==> src/rtl/press_classifier.sv <==
// Turns a debounced button level into one-cycle short / long / double press events.
// Each gesture yields exactly one registered pulse; busy_o is high while a gesture is open.
module press_classifier #(
    parameter int long_cycles_p = 16,
    parameter int gap_cycles_p  = 8
) (
    input  logic clk_i,
    input  logic reset_ni,
    input  logic button_i,
    output logic short_o,
    output logic long_o,
    output logic double_o,
    output logic busy_o
);

    localparam int max_cycles_lp = (long_cycles_p > gap_cycles_p) ? long_cycles_p : gap_cycles_p;
    localparam int cnt_w_lp      = $clog2(max_cycles_lp + 1);

    localparam logic [cnt_w_lp-1:0] cnt_zero_lp = {cnt_w_lp{1'b0}};
    localparam logic [cnt_w_lp-1:0] cnt_one_lp  = {{(cnt_w_lp-1){1'b0}}, 1'b1};
    localparam logic [cnt_w_lp-1:0] cnt_max_lp  = {cnt_w_lp{1'b1}};
    localparam logic [cnt_w_lp-1:0] long_last_lp = cnt_w_lp'(long_cycles_p - 1);
    localparam logic [cnt_w_lp-1:0] gap_last_lp  = cnt_w_lp'(gap_cycles_p - 1);

    typedef enum logic [2:0] {
        IDLE      = 3'd0,
        PRESS1    = 3'd1,
        WAIT_GAP  = 3'd2,
        PRESS2    = 3'd3,
        LONG_HOLD = 3'd4
    } state_e;

    state_e               state_r;
    state_e               state_nxt_s;
    logic [cnt_w_lp-1:0]  cnt_r;
    logic [cnt_w_lp-1:0]  cnt_nxt_s;
    logic [cnt_w_lp-1:0]  cnt_inc_s;
    logic                 btn_q_r;
    logic                 rise_s;
    logic                 at_long_s;
    logic                 at_gap_s;
    logic                 short_r;
    logic                 long_r;
    logic                 double_r;
    logic                 short_nxt_s;
    logic                 long_nxt_s;
    logic                 double_nxt_s;

    // btn_q resets high so a button held across reset release is not seen as a rise
    assign rise_s    = button_i & ~btn_q_r;
    assign at_long_s = (cnt_r == long_last_lp);
    assign at_gap_s  = (cnt_r == gap_last_lp);
    assign cnt_inc_s = (cnt_r == cnt_max_lp) ? cnt_r : (cnt_r + cnt_one_lp);

    // State, counter, edge register and pulse registers
    always_ff @(posedge clk_i or negedge reset_ni) begin
        if (!reset_ni) begin
            state_r  <= IDLE;
            cnt_r    <= cnt_zero_lp;
            btn_q_r  <= 1'b1;
            short_r  <= 1'b0;
            long_r   <= 1'b0;
            double_r <= 1'b0;
        end else begin
            state_r  <= state_nxt_s;
            cnt_r    <= cnt_nxt_s;
            btn_q_r  <= button_i;
            short_r  <= short_nxt_s;
            long_r   <= long_nxt_s;
            double_r <= double_nxt_s;
        end
    end

    // Next-state and counter update
    always_comb begin
        state_nxt_s = state_r;
        cnt_nxt_s   = cnt_r;
        case (state_r)
            IDLE: begin
                if (rise_s) begin
                    state_nxt_s = PRESS1;
                    cnt_nxt_s   = cnt_one_lp;
                end else begin
                    state_nxt_s = IDLE;
                end
            end
            PRESS1: begin
                if (!button_i) begin
                    state_nxt_s = WAIT_GAP;
                    cnt_nxt_s   = cnt_one_lp;
                end else if (at_long_s) begin
                    state_nxt_s = LONG_HOLD;
                    cnt_nxt_s   = cnt_zero_lp;
                end else begin
                    cnt_nxt_s   = cnt_inc_s;
                end
            end
            WAIT_GAP: begin
                // a press in the final gap cycle still wins over the short
                if (button_i) begin
                    state_nxt_s = PRESS2;
                    cnt_nxt_s   = cnt_one_lp;
                end else if (at_gap_s) begin
                    state_nxt_s = IDLE;
                    cnt_nxt_s   = cnt_zero_lp;
                end else begin
                    cnt_nxt_s   = cnt_inc_s;
                end
            end
            PRESS2: begin
                if (!button_i) begin
                    state_nxt_s = IDLE;
                    cnt_nxt_s   = cnt_zero_lp;
                end else if (at_long_s) begin
                    state_nxt_s = LONG_HOLD;
                    cnt_nxt_s   = cnt_zero_lp;
                end else begin
                    cnt_nxt_s   = cnt_inc_s;
                end
            end
            LONG_HOLD: begin
                if (!button_i) begin
                    state_nxt_s = IDLE;
                end else begin
                    state_nxt_s = LONG_HOLD;
                end
            end
            default: begin
                state_nxt_s = IDLE;
                cnt_nxt_s   = cnt_zero_lp;
            end
        endcase
    end

    // Event decode; each pulse belongs to a distinct state so at most one fires
    always_comb begin
        short_nxt_s  = 1'b0;
        long_nxt_s   = 1'b0;
        double_nxt_s = 1'b0;
        case (state_r)
            PRESS1:   long_nxt_s   = button_i & at_long_s;
            WAIT_GAP: short_nxt_s  = ~button_i & at_gap_s;
            PRESS2:   double_nxt_s = ~button_i | at_long_s;
            default: begin
                short_nxt_s  = 1'b0;
                long_nxt_s   = 1'b0;
                double_nxt_s = 1'b0;
            end
        endcase
    end

    assign short_o  = short_r;
    assign long_o   = long_r;
    assign double_o = double_r;
    assign busy_o   = (state_r != IDLE);

endmodule

==> config.mk <==
export PLATFORM = sky130hd
export DESIGN_NAME = press_classifier
export DESIGN_NICKNAME = d
export VERILOG_FILES = /design/src/rtl/press_classifier.sv
export SDC_FILE = /design/constraint.sdc
export NUM_CORES = 1
export LEC_CHECK = 0
export ABC_AREA = 1
export ABC_CLOCK_PERIOD_IN_PS = 2500
export CORE_UTILIZATION = 53
export DETAILED_ROUTE_END_ITERATION = 8
export GPL_ROUTABILITY_DRIVEN = 0
export GPL_TIMING_DRIVEN = 0
export PLACE_DENSITY_LB_ADDON = 0.05
export SLEW_MARGIN = 20
export SYNTH_ARGS = -nofsm -noshare
export SYNTH_HDL_FRONTEND = slang
export SYNTH_SLANG_ARGS = --single-unit
==> constraint.sdc <==
create_clock -name clk_i -period 2.5 [get_ports clk_i]
set_input_delay 0.5 -clock clk_i [delete_from_list [all_inputs] [get_ports clk_i]]
set_output_delay 0.5 -clock clk_i [all_outputs]
set_load 0.02 [all_outputs]
**Yosys cells after proc, flatten, opt, wreduce, memory -nomap -nowiden**

Cells that the tools add are included.

- Register bits: 12
- Output and inout port bits: 4
- Word-level logic and storage cells: 45

- Add/sub/neg operators: 1
- Eq/ne operators: 9
- Multiplexer cells: 19
- Bitwise gates (word level): 7
- Reductions and logical operators: 3

Operators with widths:

| cell | count |
|---|---|
| $mux W5 | 7 |
| $pmux W5 S5 | 1 |
| $mux W3 | 6 |
| $pmux W3 S5 | 1 |
| $eq A3 B2 Y1 const B | 2 |
| $add A5 B1 Y5 const B | 1 |
| $eq A5 B3 Y1 const B | 1 |
| $eq A5 B4 Y1 const B | 1 |
| $eq A5 B5 Y1 const B | 1 |
| $mux W1 | 4 |
| $and A1 B1 Y1 | 3 |
| $eq A3 B1 Y1 const B | 1 |
| $eq A3 B3 Y1 const B | 1 |
| $logic_not A3 Y1 | 1 |
| $ne A3 B3 Y1 const B | 1 |
| $not A1 Y1 | 3 |
| $reduce_bool A3 Y1 | 1 |
| $ne A2 B2 Y1 const B | 1 |
| $reduce_and A2 Y1 | 1 |
| $or A1 B1 Y1 | 1 |

**Depth between registers and ports, before layout**

- Depth after elaboration: 5
- Depth in mapped cells: 10
- Gate-level depth less buffers: 10

**Worst setup path before layout**

Ideal clock, no wire load.

- Kind: reg2out
- Start point: register state_r[2]
- End point: output port busy_o
- Arrival: 839 ps
- Setup slack: 1161 ps
- Stages on the path, launching flop included: 3
- Path buffers: 0
- Cell sequence: dfrtp_1 > nor3_1 > inv_1

- Cells in the longest elaborated chain, start to end: 1

RTL lines:

| item | RTL line | text |
|---|---|---|
| from (decl) | 33 | `state_e state_r;` |
| from (signal assigned) | 65 | `state_r <= state_nxt_s;` |
| $reduce_bool A3 Y1 | 155 | `assign busy_o = (state_r != IDLE);` |
| to (decl) | 13 | `output logic busy_o` |

Every way passes these cells.

**Worst setup path in the final report**

Ends and elaborated chain as after synthesis.

==> results <==
- The run finished with clean final reports.
- The sequential-to-total area share from yosys stat is a little over two fifths.
- The wire length per cell after detailed routing is 12.3 um.
- The number of max-slew violations in the final report is 0.
- The first global-routing pass estimated 2480 um of wire.
- Synthesis produced a netlist whose cell count is 89.
- Counting along the longest clock path gives a buffer depth of 2.
- The signal on the critical path passes through nor3_1 -> inv_1 -> clkdlybuf4s50_1.
- Once layout is done, the placed cells without fillers occupy just over 800 sq um.
- The final sum of negative setup slack is 0 ns.
- Hold repair after CTS inserted 0 buffers.
- The path class of the lowest-slack min-delay path is in2async.
- Using the TritonRoute via totals, the vias-per-cell ratio works out to 5.70.
- The max-capacitance violation count is 0.
- The routed wire length is 1390 um.
- The worst setup path is launched from a flip-flop.
- Along the worst path, the maximum fanout reaches 5.
- Of the available clock period, the critical path in the final layout requires 87.5%.
- For the pin with the worst max-slew slack, the measured transition is roughly 0.53 ns.
- The number of rows created at floorplan is 12.
- The slowest stage of the critical path belongs to the cell sky130_fd_sc_hd__clkdlybuf4s50_1.
- The pin count of the biggest net entering global routing is 13.
- The CTS clock-pin slew for the worst setup and hold paths is around 0.080 ns.
- The storage element area is 302 sq um.
- The number of nets handed over by synthesis was 93.
- The number of buffers created by CTS is 3.
- In the final layout, the share of cells above drive strength 1 is 26.3%.
- The routed layout has 644 vias.
- The TritonCTS clock tree is built.
- The combinational share of power is 46.4%.
- The tree built by TritonCTS fans out to 12 sinks.
- The proportion of netlist area held by the largest area contributor is between 30% and 40%.
- By area the synthesized netlist is led by sky130_fd_sc_hd__dfrtp_1, sky130_fd_sc_hd__nand2_1, sky130_fd_sc_hd__nand3_1, sky130_fd_sc_hd__nand2_2, sky130_fd_sc_hd__dfstp_2.
- The width of the chip is 38.5 um.
- The later pin in the worst-skew pair is clocked with a latency of 0.28 ns.
- Setup violations remaining at the end of the flow were counted as 0.
- The signal arrival time at the worst endpoint is between 1.5 and 2 ns.
- The multi-input combinational cells in the finished layout cover a total of 359 sq um.
- Summed over all nets, the switching power comes to roughly 350 uW.
- The via count of the first global-routing pass is 574.
- Setup repair after global routing left no endpoint under its margin.
- Cell internal power was estimated by the tool at between 400 and 500 uW.
- Across the routed clock network, the largest skew measured is ~0.0028 ns.
- The power per standard cell area is 996 nW/um^2.
- Once placement finished, the instance area stood at a little under 800 sq um.
- The largest total area in the synthesized netlist belongs to sky130_fd_sc_hd__dfrtp_1.
- The residual overflow from global routing is 0.
- The count of nets after finishing is 104.
- The initial core utilization is 60.3%.
- The largest single stage delay on the critical path is 0.54 ns.
- The routed design could run at a clock period as short as 2.19 ns.
- The top cell types in the final layout, fill and taps aside, are sky130_fd_sc_hd__nand2_1, sky130_fd_sc_hd__dfrtp_1, sky130_fd_sc_hd__nand3_1.
- The number of diodes added for antenna fixing is 0.
- The post-detailed-placement half-perimeter wirelength is 1020 um.
- After clock tree synthesis, the repair step resized 0 gates.
- The synthesized area per cell is 7.93 sq um.
- The largest voltage drop on the vdd net is 0.760 mV.
- The synthesized design contains 12 register bits.
- The post-CTS setup buffer count is 0.
- The core area is 1170 sq um.
- The length of the first detailed-routing pass in iterations is 4.
- STA classifies the critical path endpoint as an output pin.
- The share of total power dissipated in the clock network is 19.4%.
- During I/O placement, the number of pins put on the boundary was 7.
- Sequential cells burn 34.2% of the power.
- The fraction of power spent switching nets is 42.5%.
- The critical path in this run is classified as reg2out.
- The post-detailed-route DRC marker count is 0.
- In this run the tool buffered the top-level ports with 6 buffer cells.
- The CTS root buffer is sky130_fd_sc_hd__clkbuf_4.
- The die span in y is around 38 um.
- The number of routed nets with antenna violations is 0.
- During synthesis, Yosys emitted a total of 0 warnings.
- Fill cells in the final layout number 93.
- The H-tree depth reported by CTS is 1.
- Global routing used 24.5% of the available tracks.
- The synthesized netlist contains 23 unique library cells.
- The number of antenna violations at the first check in global routing is 0.
- The synthesized netlist occupies a cell area of 706 sq um.
- The library cell used most frequently in the layout, excluding fill and tap cells, is sky130_fd_sc_hd__nand2_1.
- The maximum clock frequency is 0.457 GHz.
- Relative to the synthesized area, the layout overhead comes to 16.1%.
- At the worst endpoint, the required time is approximately 2 ns.
- The die covers ~1500 sq um.
- The number of hold-slack violations in the final timing report is 0.
- The worst relative slew slack is around 64%.
- For this block, the initial DRC count from the detailed router was 18.
- The leakage power is 0.000400 uW.
[logic make-up (layout without fill, tap and decap cells)]
group | after synthesis | in the layout | share of synthesized area (%)
AND/OR/NAND/NOR | 53 | 53 | 38.3
adder cells (fa/ha/maj) | 1 | 1 | 1.77
AO/OA/AOI/OAI | 11 | 11 | 10.8
flip-flops | 12 | 12 | 42.7
buffers and inverters | 12 | 22 | 6.38
[stage by stage]
| stage | power, uW | instances | hold WS [ns] | setup WS, ns | util [%] |
|---|---|---|---|---|---|
| global route | 886 | 113 | 0.596 | 0.246 | 70.0 |
| detailed placement | 657 | 109 | 0.553 | 0.532 | 66.9 |
| floorplan | 569 | 89 | 0.204 | 1.16 | - |
| CTS | 817 | 113 | 0.564 | 0.327 | 70.0 |
| global placement | 649 | 109 | 0.541 | 0.548 | 66.9 |
| finish | 817 | 113 | 0.565 | 0.314 | 70.0 |
[worst max-delay path: cells and delay by family (launching register included)]
kind	cells	cell delay [ns]
buffers and inverters	2	0.61
DFF	1	0.44
and+or+nand+nor	1	0.35
[flip-flops by register name, indices dropped and copies added, names as in the netlist]
name,count
btn_q_r,1
cnt_r,5
double_o,1
long_o,1
short_o,1
state_r,3
[synth_stat cells]
| library cell | count |
|---|---|
| sky130_fd_sc_hd__nor2_2 | 2 |
| sky130_fd_sc_hd__o21ai_0 | 1 |
| sky130_fd_sc_hd__o22ai_2 | 1 |
| sky130_fd_sc_hd__nand2_4 | 2 |
| sky130_fd_sc_hd__o21ai_2 | 2 |
| sky130_fd_sc_hd__nor3_1 | 2 |
| sky130_fd_sc_hd__dfstp_2 | 1 |
| sky130_fd_sc_hd__nor2_1 | 6 |
| sky130_fd_sc_hd__nand2_2 | 5 |
| sky130_fd_sc_hd__inv_2 | 6 |
| sky130_fd_sc_hd__a31oi_1 | 1 |
| sky130_fd_sc_hd__nand3_2 | 1 |
| sky130_fd_sc_hd__ha_1 | 1 |
| sky130_fd_sc_hd__inv_1 | 6 |
| sky130_fd_sc_hd__a21boi_0 | 1 |
| sky130_fd_sc_hd__dfrtp_1 | 11 |
| sky130_fd_sc_hd__o21ai_1 | 2 |
| sky130_fd_sc_hd__nor4_1 | 1 |
| sky130_fd_sc_hd__o21a_1 | 1 |
| sky130_fd_sc_hd__nand3_1 | 10 |
| sky130_fd_sc_hd__nor2_4 | 2 |
| sky130_fd_sc_hd__nand2_1 | 22 |
| sky130_fd_sc_hd__a21oi_1 | 2 |
[routing by layer]
layer | track usage, % | wire length, um | vias up
li1 | - | - | 309
met1 | 35.4 | 608 | 299
met2 | 35.0 | 664 | 34
met3 | 5.23 | 104 | 2
met4 | 10.3 | 10 | 0
met5 | 0 | 0 | -
[final cells by class]
cell class / instances / share of cell area, %
clock buffers: 4 / 4.43
inverters: 12 / 5.50
multi-input cells: 65 / 43.8
flip-flops and latches: 12 / 36.8
well taps: 14 / 2.14
repair buffers: 6 / 7.33
[path summary, 6_finish.rpt]
kind                                         from  slack (ns)                endpoint  depth (start not counted)
setup / recovery           state_r[2]$_DFFE_PN0P_        0.31                  busy_o                          3
hold / removal                           reset_ni        0.57  state_r[2]$_DFFE_PN0P_                          1
setup reg to reg             cnt_r[0]$_DFFE_PN0P_        1.05    cnt_r[3]$_DFFE_PN0P_                          8
hold reg to reg            state_r[2]$_DFFE_PN0P_        0.57       short_o$_DFF_PN0_                          1
max in group asynchronous                reset_ni        1.57       btn_q_r$_DFF_PN1_                          1
min in group clk_i         state_r[2]$_DFFE_PN0P_        0.57       short_o$_DFF_PN0_                          1
[power groups by stage]
stage	Clock, uW	Sequential [uW]	Combinational [uW]
2_1_floorplan	0	276	293
3_3_place_gp	0	279	370
3_5_place_dp	0	280	377
4_1_cts	160	277	380
5_1_grt	173	284	429
6_report	158	279	379
No activity file was read; power rests on OpenSTA's default activity.
